## src/rtl/ram_byte_bridge.sv

```systemverilog
// ram_byte_bridge: bus-to-word-RAM front end with byte-enable writes via read-modify-write
module ram_byte_bridge #(
    parameter int WIDTH = 32,
    parameter int DEPTH = 10
) (
    input  logic               clk,
    input  logic               rst,
    input  logic [DEPTH-1:0]   a,
    input  logic [WIDTH-1:0]   d,
    input  logic [WIDTH/8-1:0] be,
    input  logic               we,
    input  logic               rd,
    output logic [WIDTH-1:0]   spo,
    output logic               ready,
    output logic               err,
    output logic [DEPTH-1:0]   ram_a,
    output logic [WIDTH-1:0]   ram_d,
    output logic               ram_we,
    output logic               ram_rd,
    input  logic [WIDTH-1:0]   ram_spo
);
    localparam int NB = WIDTH / 8;

    typedef enum logic [2:0] {IDLE, WR, RD, RD_CAP, RMW_RD, RMW_WR} state_t;

    state_t            state, next;
    logic [DEPTH-1:0]  addr;
    logic [WIDTH-1:0]  data;
    logic [NB-1:0]     bem;

    always_ff @(posedge clk or posedge rst)
        if (rst) state <= IDLE;
        else     state <= next;

    always_comb begin
        next = IDLE;
        case (state)
            IDLE:    next = we ? ((&be || ~|be) ? WR : RMW_RD) : rd ? RD : IDLE;
            RD:      next = RD_CAP;
            RMW_RD:  next = RMW_WR;
            default: next = IDLE;
        endcase
    end

    always_ff @(posedge clk or posedge rst)
        if (rst) begin
            addr <= '0;
            data <= '0;
            bem  <= '0;
            spo  <= '0;
            err  <= 1'b0;
        end else begin
            if (state == IDLE) begin
                addr <= a;
                data <= d;
                bem  <= be;
                if (rd && we) err <= 1'b1;
            end
            if (state == RD_CAP) spo <= ram_spo;
        end

    // Merged word is only strobed in RMW_WR, or in WR where bem is all-ones and it equals data
    always_comb begin
        ram_d = '0;
        for (int i = 0; i < NB; i++)
            ram_d[8*i +: 8] = bem[i] ? data[8*i +: 8] : ram_spo[8*i +: 8];
    end

    assign ready  = (state == IDLE) && !rd && !we;
    assign ram_a  = addr;
    assign ram_we = (state == RMW_WR) || (state == WR && |bem);
    assign ram_rd = (state == RD) || (state == RMW_RD);
endmodule

```

## config.mk

```make
export PLATFORM = sky130hd
export DESIGN_NAME = ram_byte_bridge
export DESIGN_NICKNAME = d
export VERILOG_FILES = /design/src/rtl/ram_byte_bridge.sv
export SDC_FILE = /design/constraint.sdc
export NUM_CORES = 1
export LEC_CHECK = 0
export BUFFER_PORTS_ARGS = -buffer_cell sky130_fd_sc_hd__buf_2
export CAP_MARGIN = 20
export CORE_MARGIN = 4
export CORE_UTILIZATION = 50
export CTS_CLUSTER_DIAMETER = 100
export DETAILED_ROUTE_END_ITERATION = 8
export PLACE_DENSITY = 0.89
export SLEW_MARGIN = 20
export SYNTH_ARGS = -nofsm -noshare
export SYNTH_HDL_FRONTEND = slang
export SYNTH_SLANG_ARGS = --single-unit
```

## constraint.sdc

```tcl
create_clock -name clk -period 8.1 [get_ports clk]
set_input_delay 1.62 -clock clk [delete_from_list [all_inputs] [get_ports clk]]
set_output_delay 1.62 -clock clk [all_outputs]
set_load 0.02 [all_outputs]
```

==> run_results.csv <==
group,metric,value,unit
run_status,status,"finished, final reports clean",
logic_synthesis,syn_area_per_cell,15.8,sq um
power,total_power,0.00208,W
logic_synthesis,synth_compound_area_frac,0.00816,
sta,max_freq,0.265,GHz
hold_path,hold_end,"err$_DFFE_PP0P_",
logic_synthesis,ys_seq_elements,82,
hold_path,hold_path_class,"register to register",
logic_synthesis,syn-num-nets,306,
cts,cts_sinks,82,
place,gp_congestion,0.775,
sta,finalHoldViolCount,0,
finish,final_cells,483,
cts,cts.path.max_buffers,2,
run,cap_violations,0,
critical_path,crit_chain,"buf_2 > mux2_2 > buf_2",
detailed_routing,viasPerCell,5.01,
place,port_buffers,159,
cts,h-tree-depth,3,
finish,syn_to_final_growth,30.2,%
power,leakagePower,2.20,nW
logic_synthesis,synth_edf_count,0,
sta,finalCritPeriodShare,0.466,
logic_synthesis,syn_area,3530,sq um
logic_synthesis,synth_top_family_by_area,"multiplexers",
critical_path,critical_path_required,6480,ps
cts,postCtsHoldBufs,0,
finish,num-nets-final,465,
grt,grt_max_degree,83,
sta,fin_crit,3780,ps
finish,final_cell_mix,"buf_2 (159), mux2_2 (103), dfrtp_1 (82)",
place,pre_cts_ws,4330,ps
floorplanning,dieArea,8460,sq um
sta,tightest_slew,927,ps
sta,rsz0062_at_grt,"no",
hold_path,whs_path_depth,1,
logic_synthesis,yosysTopAreaCell,"dfrtp_1",
cts,postCtsSetupBuffers,0,
critical_path,crit_top_cell,"buf_2",
cts,cts_buffers,9,
detailed_routing,drc,0,
finish,fill_cells,558,
logic_synthesis,synth_fa_ha_area_frac,0,
hold_path,min_from,"err$_DFFE_PP0P_",
critical_path,cp_num_buf_inv,2,
sta,whs,477,ps
cts,cts_tree,"built",
floorplanning,coreArea,6830,sq um
floorplanning,die_w,92.0,um
critical_path,worstRegToRegCells,2,
logic_synthesis,synthXorXnorAreaFrac,0.00248,
logic_synthesis,ys_warn_count,0,
logic_synthesis,synthMuxAreaShare,0.351,
critical_path,reg2reg_from,"state[2]$_DFF_PP0_",
detailed_routing,vias,2419,
logic_synthesis,synth_top_cell_area_share,0.582,
critical_path,reg2reg_to,"spo[30]$_DFFE_PP0N_",
grt,antenna_found_initial,0,
grt,track_usage,0.183,
critical_path,cpPeakStageDelay,260,ps
critical_path,crit_family,"buffers and inverters",
logic_synthesis,async_reset_ff_frac,1.00,
sta,slew_headroom,0.379,
detailed_routing,postRouteAntennaNets,0,
detailed_routing,drt_first_pass_iters,3,
logic_synthesis,yosysUniqueCellTypes,21,
critical_path,cp-start-kind,"input port",
power,ir_drop,0.218,mV
detailed_routing,wirelength,7670,um
sta,fin_skew,12.9,ps
logic_synthesis,yosys.area_share.simple,0.0255,
detailed_routing,drtIter0Drc,30,
critical_path,critPathCaptureType,"output port",
grt,grt_pass1_wl,12400,um
finish,drive_gt1_frac,0.734,
cts,clock_latency,330,ps
cts,clkTransAtPathRegs,90,ps
sta,maxSlewViolCount,0,
place,dp_cells,468,
floorplanning,ios,160,
finish,diodes,0,
critical_path,path_class,"input port to output port",
critical_path,slowest_stage,"mux2_2",
critical_path,cp.arrival,2160,ps
floorplanning,rows,30,
sta,setup_viol,0,
place,hpwlAfterDp,5520,um
detailed_routing,wl_per_cell,15.9,um
sta,fin_ws,4320,ps
finish,final_common_cell,"buf_2",
sta,fin_tns_setup,0,ps
logic_synthesis,synth_ff_type,"dfrtp_1",
grt,gr-total-overflow,0,
logic_synthesis,ys_seq_area_frac,0.582,
grt,grt_pass1_vias,2547,
logic_synthesis,postSynthCellCount,224,
cts,cts_root_buf,"clkbuf_8",
logic_synthesis,synth_area_leaders,"dfrtp_1 (58%), mux2_2 (33%), mux2_1 (2.2%)",
critical_path,cp_max_fo,2,
power,power_density,453,nW/um^2
floorplanning,die_h,92.0,um
critical_path,rrSetupSlack,6090,ps
cts,cts_resized,0,
floorplanning,floorplan.initialDensity,0.516,
kinds of logic after synthesis:
group | count (synthesis)
AOI/OAI and AO/OA | 4
muxes | 110
DFF | 82
buffers and inverters | 15
xor gates and xnor gates | 1
and+or+nand+nor | 12
area by class of cell:
class,instances,area [sq um],share of cell area
clock buffers,10,128,0.0278
multi-input cells,127,1370,0.297
well taps,96,120,0.0262
flip-flops and latches,82,2050,0.447
repair buffers,161,815,0.177
clock inverters,5,104,0.0226
inverters,2,8.76,0.00191
Yosys cell counts, types with 2 or more instances:
| cell type | n |
|---|---|
| a31o_2 | 2 |
| buf_4 | 4 |
| buf_6 | 5 |
| clkbuf_1 | 3 |
| dfrtp_1 | 82 |
| inv_1 | 2 |
| mux2_1 | 7 |
| mux2_2 | 103 |
| nor2_1 | 2 |
| nor3_1 | 2 |
| or4_1 | 2 |
routing by layer:
metal | part of all wire | GRT usage | vias to the layer above
met5 | 0 | 0 | -
met4 | 0.0081 | 0.0594 | 0
met3 | 0.065 | 0.0418 | 6
met2 | 0.52 | 0.317 | 87
met1 | 0.41 | 0.228 | 1201
li1 | - | - | 1125
how the worst max path moves through the flow:
stage,from,endpoint,cells past startpoint
floorplan,rst,bem[0]$_DFFE_PP0P_,1
global placement,ram_spo[15],ram_d[15],3
detailed placement,ram_spo[12],ram_d[12],3
CTS,ram_spo[12],ram_d[12],3
global route,ram_spo[15],ram_d[15],3
finish,ram_spo[10],ram_d[10],3
where the power goes:
group | total (W) | switching (W) | internal [W]
Sequential | 0.000758 | 0.000140 | 0.000619
Combinational | 0.000982 | 0.000509 | 0.000473
Clock | 0.000341 | 0.000138 | 0.000203
Total | 0.00208 | 0.000786 | 0.00129
worst register-to-register path, delay by kind of cell (launching register included):
family	cells	cell delay [ps]
flops	1	460
mux	1	590
simple gates	1	830
metrics by stage:
step	utilization	area, sq um
6_report	0.672	4590
5_1_grt	0.672	4590
4_1_cts	0.672	4590
3_5_place_dp	0.638	4360
3_3_place_gp	0.638	4360
2_1_floorplan	-	3530
registers in the layout, summed over array words and instances (netlist names):
signal  count
data       32
spo        32
err         1
ram_a      10
state       3
bem         4
No activity file was read; power rests on OpenSTA's default activity.
